## src/rtl/pulse_stretcher.sv

```systemverilog
// Stretches single-cycle strobes into registered pulses of programmable width
// followed by a dead time; strobes arriving while busy are dropped and counted.
module pulse_stretcher #(
  parameter int LEN_BITS  = 8,
  parameter int DEAD_BITS = 8,
  parameter int CNT_BITS  = 16
) (
  input  logic                 clk,
  input  logic                 reset,
  input  logic                 enable,
  input  logic                 strobe,
  input  logic [LEN_BITS-1:0]  pulse_len,
  input  logic [DEAD_BITS-1:0] dead_len,
  input  logic                 clear_missed,
  output logic                 pulse_out,
  output logic                 busy,
  output logic [CNT_BITS-1:0]  missed_cnt
);

  localparam int CW = (LEN_BITS > DEAD_BITS) ? LEN_BITS : DEAD_BITS;

  localparam logic [1:0] S_IDLE  = 2'd0;
  localparam logic [1:0] S_PULSE = 2'd1;
  localparam logic [1:0] S_DEAD  = 2'd2;

  logic [1:0]           state_q, state_d;
  logic [CW-1:0]        cnt_q, cnt_d;
  logic [DEAD_BITS-1:0] dead_q, dead_d;
  logic                 accept;
  logic                 miss;
  logic                 sat;

  assign accept = (state_q == S_IDLE) && strobe
               && enable && (pulse_len != '0);
  assign miss   = strobe && busy;
  assign sat    = &missed_cnt;

  // cnt holds the cycles remaining in the current phase after this one
  always_comb begin
    state_d = state_q;
    cnt_d   = cnt_q;
    dead_d  = dead_q;
    unique case (state_q)
      S_IDLE: begin
        if (accept) begin
          state_d = S_PULSE;
          cnt_d   = CW'(pulse_len) - CW'(1);
          dead_d  = dead_len;
        end
      end
      S_PULSE: begin
        if (cnt_q != '0) begin
          cnt_d = cnt_q - CW'(1);
        end else if (dead_q != '0) begin
          state_d = S_DEAD;
          cnt_d   = CW'(dead_q) - CW'(1);
        end else begin
          state_d = S_IDLE;
        end
      end
      S_DEAD: begin
        if (cnt_q != '0) begin
          cnt_d = cnt_q - CW'(1);
        end else begin
          state_d = S_IDLE;
        end
      end
      default: begin
        state_d = S_IDLE;
        cnt_d   = '0;
      end
    endcase
  end

  always_ff @(posedge clk) begin
    if (reset) begin
      state_q    <= S_IDLE;
      cnt_q      <= '0;
      dead_q     <= '0;
      pulse_out  <= 1'b0;
      busy       <= 1'b0;
      missed_cnt <= '0;
    end else begin
      state_q   <= state_d;
      cnt_q     <= cnt_d;
      dead_q    <= dead_d;
      pulse_out <= (state_d == S_PULSE);
      busy      <= (state_d != S_IDLE);
      if (clear_missed) begin
        missed_cnt <= miss ? CNT_BITS'(1) : '0;
      end else if (miss && !sat) begin
        missed_cnt <= missed_cnt + CNT_BITS'(1);
      end
    end
  end

endmodule
```

## config.mk

```make
export PLATFORM = sky130hd
export DESIGN_NAME = pulse_stretcher
export DESIGN_NICKNAME = d
export VERILOG_FILES = /design/src/rtl/pulse_stretcher.sv
export SDC_FILE = /design/constraint.sdc
export NUM_CORES = 1
export LEC_CHECK = 0
export CORE_MARGIN = 5
export CORE_UTILIZATION = 48
export CTS_CLUSTER_DIAMETER = 120
export CTS_CLUSTER_SIZE = 24
export DETAILED_ROUTE_END_ITERATION = 10
export GPL_TIMING_DRIVEN = 0
export PLACE_DENSITY = 0.84
export SLEW_MARGIN = 40
export SYNTH_ARGS = -nofsm -noshare
export SYNTH_HDL_FRONTEND = slang
export SYNTH_SLANG_ARGS = --single-unit
```

## constraint.sdc

```tcl
create_clock -name clk -period 2.15 [get_ports clk]
set_input_delay 0.215 -clock clk [delete_from_list [all_inputs] [get_ports clk]]
set_output_delay 0.215 -clock clk [all_outputs]
set_load 0.03 [all_outputs]
```

# Yosys cells after proc, flatten, opt, wreduce, memory -nomap -nowiden
# Index checks and enable logic that the tools add are counted.
# op_classes
addsub	4
n_eq_ne	6
muxes	13
reduce_logical	15
# op_table
op	n
two-way mux 16 bit	2
two-way mux 8 bit	4
one-hot mux 8 bit (3 select lines)	1
nonzero test 8 bit	3
subtractor 8 x 1 -> 8 bit (second input constant)	3
adder 16 x 1 -> 16 bit (second input constant)	1
AND reduction 16 bit	1
two-way mux 2 bit	4
one-hot mux 2 bit (3 select lines)	1
logical AND 1 bit	5
equality test 2 x 1 -> 1 bit (second input constant)	2
inequality test 2 bit (second input constant)	2
nonzero test 2 bit	2
inequality test 3 bit (second input constant)	1
AND reduction 3 bit	1
equality test 2 bit (second input constant)	1
zero test 2 bit	1
AND reduction 2 bit	1
zero test 1 bit	1
two-way mux 1 bit	1
# totals
ff_bits	36
inputBits	21
output_inout_bits	18
elab_cells	44

# Depth between registers and ports, before layout
# Gate-level depths: netlist (run 1).
# depth
depth_word	7
mapped_depth	8
mapped_depth_nobuf	7

# Worst setup path after synthesis (run 1)
# Ideal clock, no wire load.
# synth_path
kind	register -> register
startpoint	register dead_q[4]
endpoint	register cnt_q[4]
setup_ns	0.135
arrival_time_ns	1.887
required_ns	2.015
path_slack_ns	0.128
stages_incl_launch_ff	7
n_path_buf	1
period_less_slack_ns	2.022
cell_sequence	dfxtp_1 or4_4 or4b_4 o21ai_2 a31o_1 buf_6 o32ai_2
# synth_between
elab_chain_cells	4
word_cells_on_any_way	7
classes_between	add/sub: 1; eq/ne: 1; mux: 3; reduce/logical: 2
# synth_rtl
item	line_no	text
from (decl)	28	logic [DEAD_BITS-1:0] dead_q, dead_d;
from (signal assigned)	79	dead_q <= '0;
from (signal assigned)	86	dead_q <= dead_d;
subtractor 8 x 1 -> 8 bit	56	cnt_d = CW'(dead_q) - CW'(1);
two-way mux 8 bit	54	end else if (dead_q != '0) begin
two-way mux 8 bit	52	if (cnt_q != '0) begin
one-hot mux 8 bit (3 select lines)	43	unique case (state_q)
to (signal assigned)	85	cnt_q <= cnt_d;
to (decl)	27	logic [CW-1:0] cnt_q, cnt_d;
# Parallel ways exist; a longest one is shown, timed or not. The select of a mux whose other input is x is not followed.
# A chain may end at the register's enable or synchronous reset.

# Final worst setup path (run 1)
# layout_path
startpoint	register dead_q[4]
endpoint	register cnt_q[6]
# The elaborated chain is that of the path after synthesis.

==> metrics.cfg, run 1 <==
[status]
status = completed

[grt]
grt_start_max_net_pins = 13
grt_first_pass_wirelength_um = 9800
grt.total_usage = 0.191
first_global_vias = 2149
grt_overflow = 0
antenna_found_initial = 0

[logic_synthesis]
yosysUniqueCellTypes = 54
synth-seq-area-share = 0.311
yosysTopAreaCell = dfxtp_1
ys_ff_latch = 36
synthCells = 279
yosysMostFrequentCell = dfxtp_1
synth.avg_cell_area_um2 = 8.32
synthTopCellsByArea = dfxtp_1 (31%), a21oi_1 (5.2%), nor2_1 (5.0%), o32ai_2 (4.2%), xnor2_1 (4.2%)
synth_top_area_frac = 0.311
syn_nets = 307
synth_area_mm2 = 0.00232
synth_edf_count = 0
synth_common_cells = dfxtp_1 (36), nor2_1 (31), a21oi_1 (24)
synth-main-ff-cell = dfxtp_1
async_flop_share = 0
yosys_warnings = 0

[power_and_ir_drop]
leakagePower_nw = 1.03
peakVddDrop_v = 0.000517
p_total_mw = 1.96
power.density_mw_per_mm2 = 669

[floorplanning]
core-area_mm2 = 0.00472
die_h_um = 79.5
row_count = 25
die_area_mm2 = 0.00633
start_util = 0.491
dieWidth_um = 79.5
num_io_pins = 39

[timing]
report.final.slew_viol_count = 0
relSlewSlack = 0.639
clock_skew_ps = 6.62
hold_viol = 0
setup_violations = 0
finalCriticalPeriod_ps = 2070
tightest_slew_ps = 539
rsz0062_at_grt = yes
post-route-period-util = 0.964
fmax_mhz = 482

[drt]
wl_per_cell_um = 14.4
first_pass_iters = 5
drtIter0Drc = 133
ant_nets = 0
wl_um = 5660
avgViaCountPerCell = 5.75
drc = 0
vias = 2266

[flow_run]
drv_cap = 0

[critical_path]
max_stage_delay_ps = 540
regToRegStartpoint = dead_q[4]$_SDFFE_PP0P_
critPathKind = register to register
r2r_setup_slack_ps = 80
crit_path_end_kind = register
cp_cell_sequence = or4_4 -> or4b_4 -> o21ai_2 -> a31o_1 -> buf_6 -> o32ai_2
cp-start-kind = register
required_ps = 2330
crit_end = cnt_q[6]$_SDFFE_PP0P_
worstRegToRegCells = 6
r2r_end = cnt_q[6]$_SDFFE_PP0P_
crit_slowest_cell = or4b_4
cp.arrival_ps = 2250
cp_max_fo = 5
startpoint = dead_q[4]$_SDFFE_PP0P_

[clock_tree]
clockRootBuffer = clkbuf_8
cts_buffers = 5
hold_buffers = 0
clkTransAtPathRegs_ps = 80
cts_tree = done
clkLatencyLatePin_ps = 300
cts.sinks = 36
h-tree-depth = 2
clockBufferDepth = 2

[placed_design]
gp_congestion = 0.925
dp_hpwl_um = 4280
port_buffers = 38

[worst_hold_path]
hp-class = register to register

[cells_and_area]
final_util = 0.621
drive_gt1_frac = 0.125
area_delta_synth_final_pct = 26.5
nNetsFinal = 354
antenna-diode-count = 0
filler_cell_count = 403

## routing by layer
layer | up-vias | GRT usage | wire (um)
met4 | 0 | 0.0859 | 161
met3 | 18 | 0.0395 | 273
li1 | 1120 | - | -
met5 | - | 0 | 0
met1 | 1063 | 0.243 | 2510
met2 | 65 | 0.311 | 2720
## worst min path at each step
stage                                startpoint  slack (ps)  cells past startpoint                     end
final                     cnt_q[1]$_SDFFE_PP0P_         510                      1   cnt_q[1]$_SDFFE_PP0P_
after floorplan                     dead_len[1]         350                      2  dead_q[1]$_SDFFE_PP0P_
after CTS                 cnt_q[1]$_SDFFE_PP0P_         510                      1   cnt_q[1]$_SDFFE_PP0P_
after global routing                dead_len[5]         530                      3  dead_q[5]$_SDFFE_PP0P_
after global placement    cnt_q[1]$_SDFFE_PP0P_         490                      1   cnt_q[1]$_SDFFE_PP0P_
after detailed placement  cnt_q[1]$_SDFFE_PP0P_         500                      1   cnt_q[1]$_SDFFE_PP0P_
## through the flow
stage / worst slack, ps / hold slack [ps] / TNS, ps / cells / cell area, um^2
floorplan: 128 / 354 / 0 / 279 / 2320
global placement: -260 / 491 / -3040 / 384 / 2790
detailed placement: -320 / 499 / -3560 / 384 / 2790
CTS: 18.0 / 510 / 0 / 392 / 2890
global route: -13.4 / 529 / -41.8 / 394 / 2940
finish: 76.6 / 507 / 0 / 394 / 2940
## worst max-delay path: cells and delay by family (launching register included)
| kind | cells | cell delay [ps] |
|---|---|---|
| AOI/OAI and AO/OA | 3 | 380 |
| buffers and inverters | 1 | 150 |
| DFF | 1 | 350 |
| and+or+nand+nor | 2 | 1070 |
## kinds of logic (layout without fill, tap and decap cells)
family          count (synthesis)  after routing  share of synthesized area
simple gates                  108            108                      0.257
compound gates                 76             76                      0.240
flops                          36             36                      0.311
buf+inv                        28             76                     0.0604
xor+xnor                       16             16                     0.0604
mux                             8              8                     0.0345
fa+ha+maj                       7              7                     0.0377
## layout by cell type (no fill, tap or decap), types with 5 or more instances in the layout
master           instances
a211oi_1                 5
a21oi_1                 24
clkbuf_8                 7
clkdlybuf4s50_1         38
dfxtp_1                 33
ha_1                     7
inv_1                   15
mux2i_1                  8
nand2_1                 15
nand3_1                 10
nor2_1                  31
nor3_1                   9
o21ai_0                 15
o32ai_2                  6
or3_1                    9
xnor2_1                 11
xor2_1                   5
## registers in the layout, indices dropped and copies added, names as in the netlist
| name | cells |
|---|---|
| state_q | 2 |
| pulse_out | 1 |
| dead_q | 8 |
| busy | 1 |
| missed_cnt | 16 |
| cnt_q | 8 |
## final cells by class
class / count / area [um^2] / area share
Sequential cell: 36 / 727 / 0.248
Clock buffer: 5 / 68.8 / 0.0234
Tap cell: 67 / 83.8 / 0.0286
Timing Repair Buffer: 41 / 407 / 0.139
Buffer: 10 / 73.8 / 0.0251
Multi-Input combinational cell: 215 / 1490 / 0.509
Inverter: 17 / 63.8 / 0.0217
Clock inverter: 3 / 18.8 / 0.00639
## timing repair
action	4_1_cts	5_1_grt
resized for setup	3	15
gates cloned	0	1
pin swaps	1	4
setup endpoints to repair	6	10
buffers inserted	0	2
## report_power, final
group	leakage (nW)	switching [mW]	internal [mW]
registers	0.294	0.0517	0.710
logic	0.689	0.393	0.313
clock network	0.0479	0.270	0.226
Note: power is estimated with default switching activity, not from simulation.
==> run 2: changes to the inputs <==
- RECOVER_POWER: default -> 25
==> metrics.cfg, run 2 (same netlist as run 1, synthesis figures left out) <==
[critical_path]
cp_max_fo = 5
crit_slowest_cell = or4b_4
crit_path_end_kind = register
cp_cell_sequence = or4_4 -> or4b_4 -> o21ai_2 -> a31o_1 -> buf_6 -> o32ai_2
max_stage_delay_ps = 540
r2r_end = cnt_q[6]$_SDFFE_PP0P_
crit_end = cnt_q[6]$_SDFFE_PP0P_
critPathKind = register to register
required_ps = 2330
startpoint = dead_q[4]$_SDFFE_PP0P_
worstRegToRegCells = 6
cp_top_family = simple AND/OR/NAND/NOR gates
cp-start-kind = register
regToRegStartpoint = dead_q[4]$_SDFFE_PP0P_
critical_path_depth = 6
cp.arrival_ps = 2250
r2r_setup_slack_ps = 80
path_buf_inv = 1

[floorplanning]
die_h_um = 79.5
row_count = 25
dieWidth_um = 79.5
start_util = 0.491
core-area_mm2 = 0.00472
num_io_pins = 39
die_area_mm2 = 0.00633

[power_and_ir_drop]
peakVddDrop_v = 0.000517
leakagePower_nw = 1.07
power.internal_mw = 1.25
p_comb_frac = 0.359
power.density_mw_per_mm2 = 669
power_frac_clock = 0.253
power.net_switching_mw = 0.717
p_total_mw = 1.96
power_frac_seq = 0.388
sw_frac_of_total = 0.365

[placed_design]
dp.cells = 384
port_buffers = 38
dp_hpwl_um = 4280
gp_congestion = 0.925

[cells_and_area]
area_delta_synth_final_pct = 26.5
final_common_cell = dfxtp_1
largest_reg_flops = 16
final_cell_mix = dfxtp_1 (33), nor2_1 (31), clkdlybuf4s50_1 (28), a21oi_1 (24)
antenna-diode-count = 0
final_cells = 394
drive_gt1_frac = 0.125
regMostFlops = missed_cnt
nNetsFinal = 354
reg_top3 = missed_cnt: 16 flops, cnt_q: 8 flops, dead_q: 8 flops

[timing]
finalCriticalPeriod_ps = 2070
fmax_mhz = 482
tightest_slew_ps = 540
rsz0062_at_grt = yes
setup_violations = 0
post-route-period-util = 0.964
report.final.slew_viol_count = 0
hold_viol = 0
relSlewSlack = 0.639
fin_hold_ws_ps = 508
clock_skew_ps = 6.92

[drt]
wl_um = 5660
wl_per_cell_um = 14.4
ant_nets = 0
avgViaCountPerCell = 5.76
vias = 2270
first_pass_iters = 4
drc = 0
drtIter0Drc = 131

[worst_hold_path]
hp-class = register to register

[status]
status = completed

[grt]
grt_start_max_net_pins = 13
grt.total_usage = 0.191
antenna_found_initial = 0
first_global_vias = 2149
grt_first_pass_wirelength_um = 9800
grt_overflow = 0

[clock_tree]
cts.sinks = 36
clkLatencyLatePin_ps = 300
clkTransAtPathRegs_ps = 80
clockBufferDepth = 2
cts_tree = done
cts_buffers = 5
h-tree-depth = 2
clockRootBuffer = clkbuf_8

[flow_run]
drv_cap = 0

run 2: cell types whose count changed in the layout (fill, tap and decap cells not counted), sizes merged:
cell | before | now
clkdlybuf4s50 | 38 | 28
dlygate4sd3 | 0 | 10
run 2: through the flow:
| step | util | worst slack (ps) | TNS, ps | area [um^2] |
|---|---|---|---|---|
| final | 0.621 | 77.0 | 0 | 2940 |
| after global placement | 0.590 | -260 | -3040 | 2790 |
| after CTS | 0.613 | 18.0 | 0 | 2890 |
| after floorplan | - | 128 | 0 | 2320 |
| after detailed placement | 0.590 | -320 | -3560 | 2790 |
| after global routing | 0.621 | -13.4 | -41.8 | 2940 |
run 2: worst min-delay path by stage:
stage                                startpoint  cells after the start  slack [ps]                endpoint
after floorplan                     dead_len[1]                      2         350  dead_q[1]$_SDFFE_PP0P_
after global placement    cnt_q[1]$_SDFFE_PP0P_                      1         490   cnt_q[1]$_SDFFE_PP0P_
after detailed placement  cnt_q[1]$_SDFFE_PP0P_                      1         500   cnt_q[1]$_SDFFE_PP0P_
after CTS                 cnt_q[1]$_SDFFE_PP0P_                      1         510   cnt_q[1]$_SDFFE_PP0P_
after global routing                dead_len[5]                      3         530  dead_q[5]$_SDFFE_PP0P_
final                     cnt_q[1]$_SDFFE_PP0P_                      1         510   cnt_q[1]$_SDFFE_PP0P_
run 2: final cells by class:
class                      instances  area [um^2]
fill                             403         1790
multi-input combinational        215         1490
sequential                        36          727
timing repair buffer              41          407
tap                               67         83.8
buffer                            10         73.8
clock buffer                       5         68.8
inverter                          17         63.8
clock inverter                     3         18.8
run 2: routing by layer:
layer	vias up	track usage	share of wire
met5	-	0	0
met4	0	0.0859	0.028
met3	18	0.0395	0.050
met2	70	0.311	0.48
met1	1063	0.243	0.44
li1	1119	-	-
run 2: worst reg2reg max path: stages (launching register included):
cell and delay, ps:
dfxtp_4 350, or4_4 530, or4b_4 540, o21ai_2 130
a31o_1 200, buf_6 150, o32ai_2 60
run 2: power by group through the flow:
stage                     combinational, mW  sequential [mW]  clock (mW)
final                                 0.705            0.761       0.497
after global routing                  0.769            0.769       0.539
after CTS                             0.662            0.761       0.494
after detailed placement              0.640            0.775           0
after global placement                0.634            0.771           0
after floorplan                       0.475            0.773           0
run 2: what timing repair did:
| item | 4_1_cts | 5_1_grt |
|---|---|---|
| endpoints found under the setup margin | 6 | 10 |
| gates cloned | 0 | 1 |
| resized for setup | 3 | 15 |
| pin swaps | 1 | 4 |
| hold buffers | 0 | 0 |
| setup buffers | 0 | 2 |
